File: config.mk
export PLATFORM = sky130hd
export DESIGN_NAME = round_score_controller_flat
export DESIGN_NICKNAME = d
export VERILOG_FILES = /design/src/rtl/round_score_controller_if.sv /design/src/rtl/round_score_controller.sv /design/src/flat_wrapper.sv
export SDC_FILE = /design/constraint.sdc
export NUM_CORES = 1
export LEC_CHECK = 0
export BUFFER_PORTS_ARGS = -buffer_cell sky130_fd_sc_hd__buf_2
export CELL_PAD_IN_SITES_DETAIL_PLACEMENT = 1
export CELL_PAD_IN_SITES_GLOBAL_PLACEMENT = 1
export CORE_ASPECT_RATIO = 2
export CORE_MARGIN = 2
export CORE_UTILIZATION = 47
export CTS_CLUSTER_SIZE = 28
export DETAILED_ROUTE_END_ITERATION = 16
export GPL_TIMING_DRIVEN = 1
export PLACE_DENSITY = 0.85
export SLEW_MARGIN = 15
export SYNTH_ARGS = -nofsm -noshare
export SYNTH_HDL_FRONTEND = slang
export SYNTH_SLANG_ARGS = --single-unit
File: constraint.sdc
create_clock -name CLK_100MHZ -period 3.55 [get_ports CLK_100MHZ]
set_input_delay 0.5325 -clock CLK_100MHZ [delete_from_list [all_inputs] [get_ports CLK_100MHZ]]
set_output_delay 0.5325 -clock CLK_100MHZ [all_outputs]
set_load 0.02 [all_outputs]
File: src/rtl/round_score_controller_if.sv
// round_score_controller_if: board/score-side signals of the round sequencer.
interface round_score_controller_if;
   logic       win_x;
   logic       win_o;
   logic       draw;
   logic       board_clear_ack;
   logic       new_match;
   logic       incrementX;
   logic       incrementO;
   logic       resetScore;
   logic       clear_board_req;
   logic       round_active;
   logic       match_over;
   logic [1:0] winner;
   modport master (
      output win_x, win_o, draw, board_clear_ack, new_match,
      input  incrementX, incrementO, resetScore, clear_board_req, round_active, match_over, winner
   );
   modport slave (
      input  win_x, win_o, draw, board_clear_ack, new_match,
      output incrementX, incrementO, resetScore, clear_board_req, round_active, match_over, winner
   );
endinterface

File: src/rtl/round_score_controller.sv
// round_score_controller: credits round winners, holds the result, clears the board, ends the match.
module round_score_controller #(
   parameter int WIN_TARGET  = 10,
   parameter int HOLD_CYCLES = 100_000_000,
   parameter int CNT_W       = 6
) (
   input logic CLK_100MHZ,
   input logic reset,
   round_score_controller_if.slave bus
);
   localparam int TW = $clog2(HOLD_CYCLES + 1);
   typedef enum logic [2:0] {PLAY, CREDIT, HOLD, CLEAR, MATCH_OVER, RESTART} state_t;
   state_t           state, nxt;
   logic [1:0]       win_nxt;
   logic [CNT_W-1:0] wins_x, wins_o;
   logic [TW-1:0]    timer;
   logic             flag, expired, done, cr_x, cr_o;
   assign flag    = bus.win_x | bus.win_o | bus.draw;
   assign expired = timer == TW'(HOLD_CYCLES - 1);
   assign done    = wins_x == CNT_W'(WIN_TARGET) || wins_o == CNT_W'(WIN_TARGET);
   assign cr_x    = nxt == CREDIT && win_nxt == 2'b01;
   assign cr_o    = nxt == CREDIT && win_nxt == 2'b10;
   // new_match overrides everything, including a flag seen in the same cycle
   always_comb begin
      nxt     = state;
      win_nxt = bus.winner;
      if (bus.new_match) begin
         nxt     = RESTART;
         win_nxt = 2'b00;
      end else begin
         case (state)
            PLAY: if (flag) begin
               nxt     = CREDIT;
               win_nxt = (bus.win_x & ~bus.win_o) ? 2'b01 : (bus.win_o & ~bus.win_x) ? 2'b10 : 2'b11;
            end
            CREDIT:  nxt = HOLD;
            HOLD:    if (expired) nxt = done ? MATCH_OVER : CLEAR;
            CLEAR:   if (bus.board_clear_ack && !flag) begin
               nxt     = PLAY;
               win_nxt = 2'b00;
            end
            RESTART: nxt = CLEAR;
            default: nxt = state;
         endcase
      end
   end
   always_ff @(posedge CLK_100MHZ or posedge reset) begin
      if (reset) begin
         state               <= PLAY;
         wins_x              <= '0;
         wins_o              <= '0;
         timer               <= '0;
         bus.winner          <= 2'b00;
         bus.incrementX      <= 1'b0;
         bus.incrementO      <= 1'b0;
         bus.resetScore      <= 1'b0;
         bus.clear_board_req <= 1'b0;
         bus.round_active    <= 1'b1;
         bus.match_over      <= 1'b0;
      end else begin
         state               <= nxt;
         bus.winner          <= win_nxt;
         bus.incrementX      <= cr_x;
         bus.incrementO      <= cr_o;
         bus.resetScore      <= nxt == RESTART;
         bus.clear_board_req <= nxt == CLEAR;
         bus.round_active    <= nxt == PLAY;
         bus.match_over      <= nxt == MATCH_OVER;
         wins_x              <= nxt == RESTART ? '0 : wins_x + CNT_W'(cr_x && wins_x != '1);
         wins_o              <= nxt == RESTART ? '0 : wins_o + CNT_W'(cr_o && wins_o != '1);
         timer               <= (state == HOLD && nxt == HOLD) ? timer + 1'b1 : '0;
      end
   end
endmodule

File: src/flat_wrapper.sv
// flat-port wrapper written by rule: the top's interface ports become plain ports
module round_score_controller_flat 
#(
   parameter int WIN_TARGET  = 10,
   parameter int HOLD_CYCLES = 100_000_000,
   parameter int CNT_W       = 6
)
  (CLK_100MHZ, reset, bus_win_x, bus_win_o, bus_draw, bus_board_clear_ack, bus_new_match, bus_incrementX, bus_incrementO, bus_resetScore, bus_clear_board_req, bus_round_active, bus_match_over, bus_winner);
  round_score_controller_if bus_i ();
  input logic CLK_100MHZ;
  input logic reset;
  input wire logic [$bits(bus_i.win_x)-1:0] bus_win_x;
  input wire logic [$bits(bus_i.win_o)-1:0] bus_win_o;
  input wire logic [$bits(bus_i.draw)-1:0] bus_draw;
  input wire logic [$bits(bus_i.board_clear_ack)-1:0] bus_board_clear_ack;
  input wire logic [$bits(bus_i.new_match)-1:0] bus_new_match;
  output wire logic [$bits(bus_i.incrementX)-1:0] bus_incrementX;
  output wire logic [$bits(bus_i.incrementO)-1:0] bus_incrementO;
  output wire logic [$bits(bus_i.resetScore)-1:0] bus_resetScore;
  output wire logic [$bits(bus_i.clear_board_req)-1:0] bus_clear_board_req;
  output wire logic [$bits(bus_i.round_active)-1:0] bus_round_active;
  output wire logic [$bits(bus_i.match_over)-1:0] bus_match_over;
  output wire logic [$bits(bus_i.winner)-1:0] bus_winner;
  assign bus_i.win_x = bus_win_x;
  assign bus_i.win_o = bus_win_o;
  assign bus_i.draw = bus_draw;
  assign bus_i.board_clear_ack = bus_board_clear_ack;
  assign bus_i.new_match = bus_new_match;
  assign bus_incrementX = bus_i.incrementX;
  assign bus_incrementO = bus_i.incrementO;
  assign bus_resetScore = bus_i.resetScore;
  assign bus_clear_board_req = bus_i.clear_board_req;
  assign bus_round_active = bus_i.round_active;
  assign bus_match_over = bus_i.match_over;
  assign bus_winner = bus_i.winner;
  round_score_controller #(.WIN_TARGET(WIN_TARGET), .HOLD_CYCLES(HOLD_CYCLES), .CNT_W(CNT_W)) u_core (.CLK_100MHZ(CLK_100MHZ), .reset(reset), .bus(bus_i));
endmodule
==> reports/summary.txt <==
Final Skew -> 0.01012 ns
Final ANT Viol Nets -> 0
TritonCTS clock tree -> yes
maximum clock frequency -> 325.6 MHz
WS Path Type -> reg -> reg
period utilization -> 86.51%
total gr overflow -> 0
RSZ-0062 raised after global routing -> false
area grow syn2layout -> 8.663%
clock buffer depth -> 2
net count after synthesis -> 269
Max VDD drop -> 0.0003181 V
Final setup viols -> 0
post-synthesis cell type count -> 39
crit-path max FO -> 7
Tot GR Track Use -> 21.61%
initial antenna violation count -> 0
routed wire length -> 5800 um
WHS -> 0.3417 ns
asr flop ratio synth -> 100.0%
Clk Latency, worst-skew pair -> 0.31 ns
Core Region -> 5139 sq um
number of synthesized flops with an enable pin -> 0
PD cells -> 367.2 nW/um^2
Residual DRC -> 0
status -> completed
synthesized flop and latch total -> 50
Buffers on Ports -> 14
TritonCTS buffer count -> 5
leakage power -> 1.124 nW
setup_tns -> 0 ns
hold buffer count at cts -> 0
post-synthesis area per instance -> 9.722 sq um
startpoint types -> register
post-synthesis cell area -> 2499 sq um
Req. time, crit path -> 3.79 ns
htree depth -> 2
clock sink count -> 50
Initial Util -> 48.62%
fin cells -> 328
Tightest Hold Check Type -> in -> async
die area -> 5951 sq um
Routability Congestion -> 0.8411
vias in the first global route -> 2,118
Via density -> 5.823
I/O Pins -> 15
most frequent cells in the layout -> 49 x dfrtp_1, 44 x nor2_1, 21 x nand2_1
# diodes -> 0
Die W -> 55.56 um
# rows -> 37
Inst Count DP -> 320
Max-slew headroom -> 42.00%
register area share after synthesis -> 50.13%
CTS root buffer -> clkbuf_8
Slew @ Worst Pin -> 0.8700 ns
Final Critical Period -> 3.071 ns
crit path DAT -> 3.31 ns
WL/cell -> 17.68 um
Setup WS post-layout -> 0.4790 ns
most common cell after layout, fill and taps aside -> dfrtp_1
Detail Placement HPWL -> 4245 um
setup repair bufs after CTS -> 0
DRT iter0 DRCs -> 38
total iterations of the first detailed-routing run -> 4
largest net degree at the start of global routing -> 51
Ys Warns -> 0
vias -> 1,910
post-CTS sizing -> 0
Setup crit end kind -> register
Post-synth top flop -> dfrtp_1
layout cell share with drive strength beyond 1 -> 12.22%
Cells after Synth -> 257
CTS clk-pin slew, worst paths -> 0.10 ns
Max Slew Vio Count -> 0
pre-CTS setup slack -> 0.4219 ns
number of max-cap violations -> 0
Final nets -> 281
first-pass GRT wire length -> 10,050 um
Die Height -> 107.1 um
final count of hold timing violations -> 0
[per-stage QoR]
stage	total power, mW	util [%]	instance area (sq um)
after global placement	0.6495	50.91	2616
final	0.9970	52.84	2715
after floorplan	0.6318	-	2499
after global routing	1.034	52.84	2715
after CTS	1.008	52.81	2714
after detailed placement	0.6514	50.91	2616
[cells in the mapped netlist, types with 2 or more instances]
cell / instances / area [sq um]
or3_1: 3 / 18.77
o22ai_1: 2 / 12.51
o21bai_1: 3 / 22.52
and3_1: 5 / 31.28
inv_1: 6 / 22.52
nor4_1: 6 / 37.54
xnor2_1: 17 / 148.9
nor2b_1: 4 / 25.02
nand4_1: 9 / 56.30
a21oi_1: 2 / 10.01
xor2_1: 15 / 131.4
or3b_2: 2 / 17.52
nor3_1: 10 / 50.05
nand3_1: 13 / 65.06
buf_2: 2 / 10.01
nand2_1: 21 / 78.83
nor2_1: 44 / 165.2
a32oi_1: 2 / 17.52
ha_1: 5 / 62.56
and4_1: 4 / 35.03
or4_1: 3 / 22.52
o21ai_0: 2 / 10.01
nor4bb_1: 2 / 20.02
nor4b_1: 4 / 35.03
dfrtp_1: 49 / 1226
clkbuf_1: 9 / 33.78
[routing by layer]
metal | GRT usage [%] | wire [um] | vias up
li1 | - | - | 910
met3 | 2.654 | 69 | 11
met2 | 43.79 | 3553 | 17
met1 | 21.20 | 2027 | 972
met5 | 0 | 0 | -
met4 | 8.362 | 150 | 0
[state kept, by name, summed over array words and instances (netlist names)]
signal / flops
u_core.timer: 27
u_core.bus.incrementO: 1
u_core.bus.round_active: 1
u_core.bus.incrementX: 1
u_core.bus.winner: 2
u_core.bus.match_over: 1
u_core.bus.resetScore: 1
u_core.wins_x: 6
u_core.bus.clear_board_req: 1
u_core.wins_o: 6
u_core.state: 3
[cells by family after synthesis]
logic type	count (synthesis)	share of synthesized area (%)
adders and majority gates	5	2.504
and+or+nand+nor	135	28.19
buffers and inverters	18	2.804
AOI/OAI and AO/OA	17	5.158
xor gates and xnor gates	32	11.22
DFF	50	50.13
[power breakdown]
| part | internal [mW] | leakage (nW) | switching [mW] |
|---|---|---|---|
| sequential | 0.575 | 0.682 | 0.00982 |
| combinational | 0.0181 | 0.391 | 0.0365 |
| clock | 0.148 | 0.0506 | 0.210 |
[worst max-delay path: stages, from the launching register on]
cell	delay (ns)
dfrtp_1	0.45
or2_0	0.23
or4_1	0.47
or4_4	0.53
o21ba_4	0.26
nor3_1	0.21
ha_1	0.21
nand3_1	0.13
or3_1	0.37
a21oi_1	0.15
[final cells by class]
cell class | count | area, sq um
clock buffers | 5 | 68.82
fillers | 584 | 2424
well taps | 58 | 72.57
multi-input cells | 189 | 1176
repair buffers | 17 | 92.59
inverters | 6 | 23.77
clock inverters | 3 | 28.78
flip-flops and latches | 50 | 1252
[path summary, 6_finish.rpt]
kind / depth (start not counted) / slack, ns / start / endpoint
hold / removal: 2 / 0.34 / reset / u_core.timer[23]
max in group asynchronous: 2 / 2.67 / reset / u_core.timer[21]
setup / recovery: 9 / 0.48 / u_core.timer[11] / u_core.wins_x[5]
setup reg to reg: 9 / 0.48 / u_core.timer[11] / u_core.wins_x[5]
hold reg to reg: 1 / 0.50 / u_core.timer[0] / u_core.timer[0]
min in group CLK_100MHZ: 1 / 0.50 / u_core.timer[0] / u_core.timer[0]
No activity file was read; power rests on OpenSTA's default activity.
